## src/rtl/decode_pkg.sv

```systemverilog
// decode_pkg: shared opcode constants, type-bit indices and the
// immediate-format enum used by decode_stage and imm_gen.
package decode_pkg;

    localparam logic [6:0] OP_IMM    = 7'h13;
    localparam logic [6:0] OP_IMM_32 = 7'h1b;
    localparam logic [6:0] LOAD      = 7'h03;
    localparam logic [6:0] JALR      = 7'h67;
    localparam logic [6:0] OP        = 7'h33;
    localparam logic [6:0] OP_32     = 7'h3b;
    localparam logic [6:0] STORE     = 7'h23;
    localparam logic [6:0] BRANCH    = 7'h63;
    localparam logic [6:0] AUIPC     = 7'h17;
    localparam logic [6:0] LUI       = 7'h37;
    localparam logic [6:0] JAL       = 7'h6f;

    localparam int T_R   = 0;
    localparam int T_I   = 1;
    localparam int T_L   = 2;
    localparam int T_JR  = 3;
    localparam int T_S   = 4;
    localparam int T_SB  = 5;
    localparam int T_AUI = 6;
    localparam int T_LUI = 7;
    localparam int T_J   = 8;
    localparam int NTYPE = 9;

    typedef enum logic [2:0] {
        IMM_NONE,
        IMM_I,
        IMM_S,
        IMM_B,
        IMM_U,
        IMM_J
    } imm_fmt_e;

    typedef struct packed {
        logic [NTYPE-1:0] typ;
        logic             illegal;
        imm_fmt_e         fmt;
    } dec_t;

endpackage

```

## src/rtl/imm_gen.sv

```systemverilog
// imm_gen: combinational immediate extraction, sign-extended to XLEN.
// Ports: i_instr (raw instruction), i_fmt (format), o_imm (immediate).
module imm_gen
    import decode_pkg::*;
#(
    parameter int XLEN = 32
) (
    input  logic [31:0]     i_instr,
    input  imm_fmt_e        i_fmt,
    output logic [XLEN-1:0] o_imm
);

    logic [31:0] w_imm32;
    logic        w_s;

    assign w_s = i_instr[31];

    always_comb begin
        w_imm32 = '0;
        unique case (i_fmt)
            IMM_I: w_imm32 = {{20{w_s}}, i_instr[31:20]};
            IMM_S: w_imm32 = {{20{w_s}}, i_instr[31:25], i_instr[11:7]};
            IMM_B: w_imm32 = {{19{w_s}}, w_s, i_instr[7],
                              i_instr[30:25], i_instr[11:8], 1'b0};
            IMM_U: w_imm32 = {i_instr[31:12], 12'h000};
            IMM_J: w_imm32 = {{11{w_s}}, w_s, i_instr[19:12],
                              i_instr[20], i_instr[30:21], 1'b0};
            default: w_imm32 = '0;
        endcase
    end

    // Every format fits in 32 bits; wider datapaths only replicate the sign.
    if (XLEN > 32) begin : g_wide
        assign o_imm = {{(XLEN-32){w_imm32[31]}}, w_imm32};
    end else begin : g_narrow
        assign o_imm = w_imm32;
    end

endmodule

```

## src/rtl/decode_stage.sv

```systemverilog
// decode_stage: registered RV32/RV64 type decoder behind a 2-entry skid buffer.
// Ports: clk/rst/flush; in_* handshake+instr+pc; out_* decoded entry; insn_cnt.
module decode_stage
    import decode_pkg::*;
#(
    parameter int XLEN  = 32,
    parameter int CNT_W = 16
) (
    input  logic             clk,
    input  logic             rst,
    input  logic             flush,
    input  logic             in_valid,
    output logic             in_ready,
    input  logic [31:0]      in_instr,
    input  logic [XLEN-1:0]  in_pc,
    output logic             out_valid,
    input  logic             out_ready,
    output logic [8:0]       out_type,
    output logic [4:0]       out_rd,
    output logic [4:0]       out_rs1,
    output logic [4:0]       out_rs2,
    output logic [2:0]       out_funct3,
    output logic [6:0]       out_funct7,
    output logic [XLEN-1:0]  out_imm,
    output logic [XLEN-1:0]  out_pc,
    output logic             out_illegal,
    output logic [CNT_W-1:0] insn_cnt
);

    typedef struct packed {
        logic [8:0]      typ;
        logic [4:0]      rd;
        logic [4:0]      rs1;
        logic [4:0]      rs2;
        logic [2:0]      f3;
        logic [6:0]      f7;
        logic [XLEN-1:0] imm;
        logic [XLEN-1:0] pc;
        logic            illegal;
    } entry_t;

    localparam logic [CNT_W-1:0] CNT_MAX = '1;

    function automatic dec_t decode(input logic [31:0] ins);
        dec_t d;
        d = '0;
        d.fmt = IMM_NONE;
        if (ins[1:0] != 2'b11) begin
            d.illegal = 1'b1;
        end else begin
            unique case (ins[6:0])
                OP_IMM: begin d.typ[T_I] = 1'b1; d.fmt = IMM_I; end
                OP_IMM_32: begin
                    if (XLEN == 64) begin
                        d.typ[T_I] = 1'b1;
                        d.fmt = IMM_I;
                    end else begin
                        d.illegal = 1'b1;
                    end
                end
                LOAD: begin
                    d.typ[T_I] = 1'b1;
                    d.typ[T_L] = 1'b1;
                    d.fmt = IMM_I;
                end
                JALR: begin
                    d.typ[T_I]  = 1'b1;
                    d.typ[T_JR] = 1'b1;
                    d.fmt = IMM_I;
                end
                OP: d.typ[T_R] = 1'b1;
                OP_32: begin
                    if (XLEN == 64) d.typ[T_R] = 1'b1;
                    else            d.illegal  = 1'b1;
                end
                STORE:  begin d.typ[T_S]   = 1'b1; d.fmt = IMM_S; end
                BRANCH: begin d.typ[T_SB]  = 1'b1; d.fmt = IMM_B; end
                AUIPC:  begin d.typ[T_AUI] = 1'b1; d.fmt = IMM_U; end
                LUI:    begin d.typ[T_LUI] = 1'b1; d.fmt = IMM_U; end
                JAL:    begin d.typ[T_J]   = 1'b1; d.fmt = IMM_J; end
                default: d.illegal = 1'b1;
            endcase
        end
        return d;
    endfunction

    dec_t            w_dec;
    logic [XLEN-1:0] w_imm;
    entry_t          w_new;
    logic            w_accept;
    logic            w_drain;

    entry_t          r_main;
    entry_t          r_skid;
    logic            r_main_vld;
    logic            r_skid_vld;
    logic [CNT_W-1:0] r_cnt;

    assign w_dec = decode(in_instr);

    imm_gen #(.XLEN(XLEN)) u_imm (
        .i_instr (in_instr),
        .i_fmt   (w_dec.fmt),
        .o_imm   (w_imm)
    );

    always_comb begin
        w_new         = '0;
        w_new.typ     = w_dec.typ;
        w_new.rd      = in_instr[11:7];
        w_new.rs1     = in_instr[19:15];
        w_new.rs2     = in_instr[24:20];
        w_new.f3      = in_instr[14:12];
        w_new.f7      = in_instr[31:25];
        w_new.imm     = w_imm;
        w_new.pc      = in_pc;
        w_new.illegal = w_dec.illegal;
    end

    // Ready depends only on the skid flag and reset, never on out_ready.
    assign in_ready = !r_skid_vld && !rst;
    assign w_accept = in_valid && in_ready;
    assign w_drain  = r_main_vld && out_ready;

    always_ff @(posedge clk) begin
        if (rst) begin
            r_main_vld <= 1'b0;
            r_skid_vld <= 1'b0;
            r_main     <= '0;
            r_skid     <= '0;
            r_cnt      <= '0;
        end else begin
            if (w_drain && r_cnt != CNT_MAX)
                r_cnt <= r_cnt + CNT_W'(1);
            if (flush) begin
                r_main_vld <= 1'b0;
                r_skid_vld <= 1'b0;
            end else if (w_drain) begin
                // Skid valid implies no accept this cycle.
                if (r_skid_vld) begin
                    r_main     <= r_skid;
                    r_skid_vld <= 1'b0;
                end else if (w_accept) begin
                    r_main <= w_new;
                end else begin
                    r_main_vld <= 1'b0;
                end
            end else if (w_accept) begin
                if (r_main_vld) begin
                    r_skid     <= w_new;
                    r_skid_vld <= 1'b1;
                end else begin
                    r_main     <= w_new;
                    r_main_vld <= 1'b1;
                end
            end
        end
    end

    assign out_valid   = r_main_vld;
    assign out_type    = r_main.typ;
    assign out_rd      = r_main.rd;
    assign out_rs1     = r_main.rs1;
    assign out_rs2     = r_main.rs2;
    assign out_funct3  = r_main.f3;
    assign out_funct7  = r_main.f7;
    assign out_imm     = r_main.imm;
    assign out_pc      = r_main.pc;
    assign out_illegal = r_main.illegal;
    assign insn_cnt    = r_cnt;

endmodule
```

## config.mk

```make
export PLATFORM = sky130hd
export DESIGN_NAME = decode_stage
export DESIGN_NICKNAME = d
export VERILOG_FILES = /design/src/rtl/decode_pkg.sv /design/src/rtl/imm_gen.sv /design/src/rtl/decode_stage.sv
export SDC_FILE = /design/constraint.sdc
export NUM_CORES = 1
export LEC_CHECK = 0
export ABC_AREA = 1
export CAP_MARGIN = 15
export CORE_UTILIZATION = 49
export CTS_BUF_LIST = sky130_fd_sc_hd__clkbuf_8
export DETAILED_ROUTE_END_ITERATION = 16
export GPL_ROUTABILITY_DRIVEN = 0
export GPL_TIMING_DRIVEN = 0
export HOLD_SLACK_MARGIN = 0.08
export MAX_ROUTING_LAYER = met4
export PLACE_DENSITY = 0.79
export SKIP_CTS_REPAIR_TIMING = 1
export SYNTH_ARGS = -nofsm -noshare
export SYNTH_HDL_FRONTEND = slang
export SYNTH_HIERARCHICAL = 1
export SYNTH_SLANG_ARGS = --single-unit
```

## constraint.sdc

```tcl
create_clock -name clk -period 2 [get_ports clk]
set_input_delay 0.3 -clock clk [delete_from_list [all_inputs] [get_ports clk]]
set_output_delay 0.3 -clock clk [all_outputs]
set_load 0.005 [all_outputs]
```

== After elaboration in Yosys (flattened, before gate mapping) ==
Index checks and enable logic that the tools add are counted.

* Logic and storage cells: 84
* Register bits after elaboration: 216
* Output and inout bits: 117

* Bitwise logic cells: 2
* Add/sub/neg operators: 1
* Reductions and logical operators: 17
* Equal/unequal tests: 19
* Mux-type cells: 24

{| class="wikitable"
|+ Operators with widths
! kind !! number
|-
| $mux 99 || 5
|-
| $pmux 32 s5 || 1
|-
| $eq 7x6->1 const B || 3
|-
| $eq 7x7->1 const B || 3
|-
| $add 16x1->16 const B || 1
|-
| $ne 16x16->1 const B || 1
|-
| $mux 1 || 15
|-
| $pmux 3 s5 || 1
|-
| $eq 7x5->1 const B || 2
|-
| $mux 9 || 1
|-
| $reduce_or 9->1 || 1
|-
| $ne 2x2->1 const B || 4
|-
| $reduce_and 4->1 || 2
|-
| $eq 7x2->1 const B || 1
|-
| $eq 3x2->1 const B || 2
|-
| $eq 3x3->1 const B || 2
|-
| $reduce_or 3->1 || 2
|-
| $logic_and 1x1->1 || 4
|-
| $reduce_bool 2->1 || 2
|-
| $reduce_or 2->1 || 2
|-
| $eq 3x1->1 const B || 1
|-
| $mux 3 || 1
|-
| $reduce_and 3->1 || 1
|-
| $logic_not 1->1 || 2
|-
| 2 further kinds || 3
|}

== Longest topological paths before layout ==
Gate-level depths: netlist of the first run.

* Word-level depth: 9
* Depth in mapped cells: 17
* Depth with buffers taken out: 16

== Hierarchy ==
Netlist of the first run, hierarchy kept.

{| class="wikitable"
|+ Modules (own cells, without submodules)
! module !! cells each !! instances !! area each (um2)
|-
| decode_stage || 1281 || 1 || 9203.8
|-
| imm_gen || 92 || 1 || 455.4
|}

== Worst setup path after synthesis of the first run ==
OpenSTA, ideal clock, no wires.

* Kind: input port to flip-flop
* From: input port in_instr[1]
* To: register r_main, in the netlist out_imm[10]
* Stages: 17
* Slack: 56 ps
* Buffers on the path: 1
* Library setup time: 128 ps
* Required time: 1872 ps
* Arrival: 1816 ps
* Cells stage by stage: nand2_1 -> inv_1 -> nand2_1 -> nor2_1 -> nor2_1 -> nand2_1 -> inv_1 -> nand3b_1 -> buf_4 -> nand2_1 -> o21ai_1 -> inv_1 -> nor2_1 -> nand2_1 -> o21ai_0 -> o21ai_0 -> a21oi_1

{| class="wikitable"
|+ RTL lines
! what !! line !! RTL
|-
| start: declaration || decode_stage.sv:14 || <nowiki>input logic [31:0] in_instr,</nowiki>
|-
| end signal: assignment || decode_stage.sv:141 || <nowiki>r_main <= r_skid;</nowiki>
|-
| end signal: assignment || decode_stage.sv:144 || <nowiki>r_main <= w_new;</nowiki>
|-
| end signal: assignment || decode_stage.sv:153 || <nowiki>r_main <= w_new;</nowiki>
|-
| end: declaration || decode_stage.sv:93 || <nowiki>entry_t r_main;</nowiki>
|}

== Worst setup path in the final report of the first run ==
* From: register r_skid_vld
* To: output port in_ready

* Longest elaborated chain between the ends: 2

{| class="wikitable"
|+ Ends and longest elaborated chain
! what !! line !! RTL
|-
| start: declaration || decode_stage.sv:96 || <nowiki>logic r_skid_vld;</nowiki>
|-
| start signal: assignment || decode_stage.sv:128 || <nowiki>r_skid_vld <= 1'b0;</nowiki>
|-
| start signal: assignment || decode_stage.sv:137 || <nowiki>r_skid_vld <= 1'b0;</nowiki>
|-
| start signal: assignment || decode_stage.sv:142 || <nowiki>r_skid_vld <= 1'b0;</nowiki>
|-
| $logic_not 1->1 || decode_stage.sv:121 || <nowiki>assign in_ready = !r_skid_vld && !rst;</nowiki>
|-
| $logic_and 1x1->1 || decode_stage.sv:121 ||
|-
| end: declaration || decode_stage.sv:13 || <nowiki>output logic in_ready,</nowiki>
|}

Every way passes these cells.

==> results of run 1 <==
-- metrics by stage --
step / worst slack, ps / power (mW) / cells / cell area, µm² / utilization (%)
2_1_floorplan: 55.6 / 4.92 / 1373 / 9660 / -
3_3_place_gp: -897 / 5.38 / 1817 / 11800 / 62.2
3_5_place_dp: -966 / 5.40 / 1817 / 11800 / 62.2
4_1_cts: -418 / 9.48 / 1884 / 12600 / 66.3
5_1_grt: 21.2 / 9.83 / 1895 / 12900 / 67.9
6_report: 101 / 9.48 / 1895 / 12900 / 67.9
-- worst max-delay path, delay by kind of cell (launching register included) --
kind | cells | cell delay, ps
flip-flops | 1 | 510
AND/OR/NAND/NOR | 1 | 90
buffers and inverters | 1 | 460
-- final cells by class --
class	count	area, µm²	area share, %
Buffer	99	567	4.39
Clock buffer	52	716	5.54
Clock inverter	15	63.8	0.494
Inverter	156	588	4.55
Multi-Input combinational cell	902	4360	33.8
Sequential cell	216	4320	33.5
Tap cell	260	325	2.52
Timing Repair Buffer	195	1970	15.2
-- worst max-delay path by stage --
stage           startpoint           to  slack, ps  cells past startpoint
2_1_floorplan  in_instr[1]  out_imm[10]         60                     17
3_3_place_gp   in_instr[4]   out_imm[9]       -900                     17
6_report        r_skid_vld     in_ready        100                      2
4_1_cts        in_instr[4]   out_imm[9]       -420                     17
3_5_place_dp   in_instr[4]   out_imm[9]       -970                     17
5_1_grt         r_skid_vld     in_ready         20                      2
-- cells by family (layout without fill, tap and decap cells) --
family / count (synthesis) / count (layout) / share of synthesized area, %
AOI/OAI and AO/OA: 449 / 449 / 23.9
and+or+nand+nor: 441 / 441 / 18.5
buffers and inverters: 255 / 517 / 11.8
DFF: 216 / 216 / 44.8
xor gates and xnor gates: 11 / 11 / 0.997
adders and majority gates: 1 / 1 / 0.130
-- cell usage in the layout (no fill, tap or decap), types with 30 or more instances in the layout --
cell / count
o21ai_0: 169
nor2_1: 132
clkbuf_8: 52
clkdlybuf4s50_1: 177
nand3_1: 51
nand2_1: 217
dfxtp_1: 216
o21ai_1: 47
buf_2: 30
clkbuf_1: 42
inv_1: 157
a21oi_1: 215
-- per-layer routing --
layer,vias up,track usage (%),routed length (µm)
li1,4921,-,-
met1,4565,33.1,11800
met2,374,45.0,13300
met3,104,7.30,2310
met4,0,12.9,1030
met5,-,-,0
-- state kept, by name (all words and copies together), names as in the netlist, 3 cells and up --
name and flops:
insn_cnt 16, out_funct3 3, out_funct7 7, out_imm 32
out_pc 32, out_rd 5, out_rs1 5, out_rs2 5
out_type 9, r_skid 99
-- power by group through the flow --
stage / combinational (mW) / sequential [mW] / clock, mW
6_report: 0.899 / 4.46 / 4.13
5_1_grt: 0.982 / 4.46 / 4.38
4_1_cts: 0.857 / 4.46 / 4.17
3_5_place_dp: 0.851 / 4.55 / 0
3_3_place_gp: 0.837 / 4.55 / 0
2_1_floorplan: 0.367 / 4.55 / 0
==> out/metrics.csv, run 1 <==
metric,value,unit
drc,0,
vdd_drop_max,0.000492,V
power_density,734,nW/µm²
seq_area_frac_synth,44.8,%
seqPwrFrac,47.0,%
dr.pass1.iters,7,
cts_num_sinks,216,
yosysTopAreaCellShare,44.8,%
setup_violations,0,
max_stage_delay,510,ps
avgSynthCellArea,7.04,µm²
worst_slew_margin_rel,59.8,%
hold_ws,154,ps
r2r_setup_slack,180,ps
min_from,rst,
clkPwrFrac,43.5,%
p_leak,5.05,nW
tns,0,ps
fin_skew,18.6,ps
num_vias,9964,
die_x,142,µm
grt_remaining_overflow,0,
clkLatencyLatePin,540,ps
grt_pass1_wl,44200,µm
grt.total_usage,28.2,%
whs_path_depth,4,
start_util,50.8,%
die_area,20300,µm²
antenna_found_initial,0,
ys_warn_count,6,
startpoint_type,register,
end_kind,primary output,
slew_viol_final,0,
ys_types,30,
viasPerCell,5.26,
coreArea,19000,µm²
synth-edff-count,0,
syn_area,9660,µm²
dpl.hpwl,20200,µm
critPathMaxFanout,5,
area_delta_synth_final,33.7,%
hold_viol,0,
synth_top_flop_cell,dfxtp_1,
drive_gt1_share,10.8,%
synth_fp_nets,1443,
pwr-share-comb,9.5,%
drt_iter0_markers,739,
grt_pass1_vias,9146,
routedWlPerCell,15.0,µm
period_share,94.9,%
numCtsBuffers,38,
fmaxAchievable,527,MHz
r2r_cells,9,
synth_top_cell_by_area,dfxtp_1,
cts_tree,built,
fin_nets,1678,
clock-root-buffer,clkbuf_8,
r2r_end,insn_cnt[8],
std_cell_rows,50,
synth_most_common_cell,nand2_1,
whs_endpoint,out_valid,
intPower,7.15,mW
worst_pin_slew,603,ps
wl,28500,µm
required,1700,ps
ys_async_sr_fraction,0,%
hold_class,input pin to register,
slowest_stage,dfxtp_1,
synth-seq-cells,216,
antenna_left,0,
yosys-top-cells-area,"dfxtp_1 (45%), a21oi_1 (11%), o21ai_0 (10%)",
portBuffers,184,
synth_common_cells,"nand2_1 (225), dfxtp_1 (216), a21oi_1 (215)",
clockBufferDepth,3,
h-tree-depth,2,
grt_max_degree,11,
switching_share,24.6,%
cp_data_arrival_time,1600,ps
crit_type,register to primary output,
status,finished clean,
path_cells,nor2_1 -> clkdlybuf4s50_1,
ioPinCount,186,
die_h,142,µm
syn_inst,1373,
fill_cells,1636,
switching_power,2.33,mW
rsz0062_at_grt,false,
finalCriticalPeriod,1900,ps
diodes,0,
clk_pin_slew,60,ps
r2r_start,insn_cnt[0],
maxCapViolCount,0,
No activity file was read; power rests on OpenSTA's default activity.
==> inputs of run 2 (changes only) <==
--- a/config.mk
+++ b/config.mk
@@ -7,15 +7,16 @@
 export LEC_CHECK = 0
 export ABC_AREA = 1
 export CAP_MARGIN = 15
-export CORE_UTILIZATION = 49
+export CELL_PAD_IN_SITES_DETAIL_PLACEMENT = 0
+export CELL_PAD_IN_SITES_GLOBAL_PLACEMENT = 2
+export CORE_UTILIZATION = 27
 export CTS_BUF_LIST = sky130_fd_sc_hd__clkbuf_8
 export DETAILED_ROUTE_END_ITERATION = 16
 export GPL_ROUTABILITY_DRIVEN = 0
 export GPL_TIMING_DRIVEN = 0
 export HOLD_SLACK_MARGIN = 0.08
 export MAX_ROUTING_LAYER = met4
-export PLACE_DENSITY = 0.79
-export SKIP_CTS_REPAIR_TIMING = 1
+export PLACE_DENSITY_LB_ADDON = 0.1
 export SYNTH_ARGS = -nofsm -noshare
 export SYNTH_HDL_FRONTEND = slang
 export SYNTH_HIERARCHICAL = 1
==> run 2 against run 1 <==
  * Via count is 4.3% lower
  * Final cell count is 11% higher
  * First-iteration DRC count is 25% lower
  * Clock skew is 12 ps higher
  * Critical endpoint is now insn_cnt[13]
  * Largest cell class unchanged
  * Largest power group unchanged
==> out/metrics.csv, run 2 (same netlist as run 1, synthesis figures left out) <==
metric,value,unit
status,finished clean,
tns,0,ps
slowest_stage,dfxtp_1,
antenna_left,0,
pwr-share-comb,9.7,%
setup_violations,0,
viasPerCell,4.55,
drt_iter0_markers,552,
area_delta_synth_final,35.7,%
worst_pin_slew,661,ps
h-tree-depth,2,
die_x,191,µm
antenna_found_initial,0,
crit_type,register to register,
drc,0,
num_vias,9534,
worst_slew_margin_rel,55.9,%
seqPwrFrac,47.4,%
grt_pass1_wl,52600,µm
timing.final.ws_setup,142,ps
numCtsBuffers,41,
layout_commonest_cell,nand2_1,
maxCapViolCount,0,
fmaxAchievable,538,MHz
cp-startpoint,insn_cnt[1],
cts_num_sinks,216,
wl,34000,µm
std_cell_rows,68,
design_area,13100,µm²
clkPwrFrac,42.9,%
postPlaceCellArea,12100,µm²
switching_share,25.7,%
r2r_setup_slack,140,ps
grt_pass1_vias,9186,
fin_nets,1688,
hold_class,input pin to register,
path_cells,ha_2 -> nand2_1 -> nor2_4 -> nand2_2 -> nor2_1 -> nor2_4 -> buf_2 -> nand2_1 -> a21oi_1,
portBuffers,184,
dr.pass1.iters,5,
routedWlPerCell,16.2,µm
r2r_cells,9,
end_kind,register,
startpoint_type,register,
clk_pin_slew,60,ps
slew_viol_final,0,
cp_num_buf_inv,1,
intPower,6.99,mW
fin_skew,30.8,ps
cp-endpoint,insn_cnt[13],
final_cell_mix,"nand2_1 (219), a21oi_1 (215), dfxtp_1 (214), clkdlybuf4s50_1 (177), o21ai_0 (172)",
vdd_drop_max,0.000359,V
required,2380,ps
place_ws,-1220,ps
drive_gt1_share,10.5,%
max_stage_delay,420,ps
period_share,92.9,%
clockBufferDepth,3,
cts_tree,built,
ioPinCount,186,
coreArea,34900,µm²
critPathMaxFanout,10,
cpLargestDelayFamily,simple AND/OR/NAND/NOR gates,
switching_power,2.42,mW
r2r_start,insn_cnt[1],
clock-root-buffer,clkbuf_8,
dpl.hpwl,24700,µm
path_depth,9,
fill_cells,3862,
die_h,191,µm
power_density,718,nW/µm²
r2r_end,insn_cnt[13],
cp_data_arrival_time,2230,ps
seqCellArea,4330,µm²
p_leak,5.01,nW
multi_input_area,4330,µm²
grt_max_degree,20,
diodes,0,
largest_reg_flops,99,
grt_remaining_overflow,0,
clkLatencyLatePin,550,ps
fin_util,37.6,%
hold_viol,0,
die_area,36500,µm²
grt.total_usage,19.0,%
finalCriticalPeriod,1860,ps
start_util,27.7,%
top_register,r_skid,
[run 2: cell types whose count changed in the layout (fill, tap and decap cells not counted), moves of 2 or more]
cell,previous run,this run
nand2_1,217,219
clkbuf_8,52,48
buf_4,12,21
o21ai_0,169,172
dfxtp_2,0,2
dlygate4sd2_1,0,5
inv_1,157,164
nand2_2,9,7
dlymetal6s2s_1,7,2
dfxtp_1,216,214
o21ai_2,7,5
clkinv_2,6,0
[run 2: worst min path at each step]
stage / from / slack [ps] / cells after the start / to
6_report: rst / 180 / 4 / out_valid
3_5_place_dp: out_imm[31] / 440 / 2 / out_imm[31]
5_1_grt: rst / 170 / 4 / out_valid
4_1_cts: rst / 140 / 4 / out_valid
3_3_place_gp: out_imm[31] / 430 / 2 / out_imm[31]
2_1_floorplan: flush / 370 / 1 / out_valid
[run 2: worst min-delay path, delay by kind of cell]
| kind | cells | cell delay (ps) |
|---|---|---|
| and+or+nand+nor | 1 | 80 |
| AOI/OAI and AO/OA | 1 | 50 |
| buffers and inverters | 2 | 210 |
[run 2: cell type report]
type | count | share of cell area, %
Buffer | 98 | 4.33
Tap cell | 455 | 4.34
Inverter | 156 | 4.49
Multi-Input combinational cell | 902 | 33.1
Sequential cell | 216 | 33.0
Clock inverter | 18 | 0.544
Timing Repair Buffer | 203 | 15.2
Clock buffer | 48 | 5.04
[run 2: metrics by stage]
| stage | hold slack [ps] | total power [mW] | std cells |
|---|---|---|---|
| 2_1_floorplan | 373 | 4.92 | 1373 |
| 3_3_place_gp | 434 | 5.44 | 2012 |
| 4_1_cts | 136 | 9.62 | 2087 |
| 5_1_grt | 167 | 9.92 | 2096 |
| 3_5_place_dp | 437 | 5.44 | 2012 |
| 6_report | 177 | 9.41 | 2096 |
[run 2: timing repair]
action                     CTS  global route
setup buffers                9             6
pin swaps                    6            12
hold buffers                 0             0
gates cloned                 1             3
gates resized for setup     47            40
setup endpoints to repair  128            90
[run 2: metal layers]
metal  track usage, %  vias to the layer above  share of wire (%)
met3             4.33                       38                5.5
met4             4.06                        0                1.4
li1                 -                     4941                  -
met1             24.7                     4358                 47
met2             30.1                      197                 46
met5                -                        -                  0
[run 2: power groups by stage]
stage               clock (mW)  sequential, mW  combinational (mW)
detailed placement           0            4.55               0.893
finish                    4.03            4.46               0.916
CTS                       4.24            4.46               0.918
global placement             0            4.55               0.893
global route              4.43            4.47                1.02
floorplan                    0            4.55               0.367
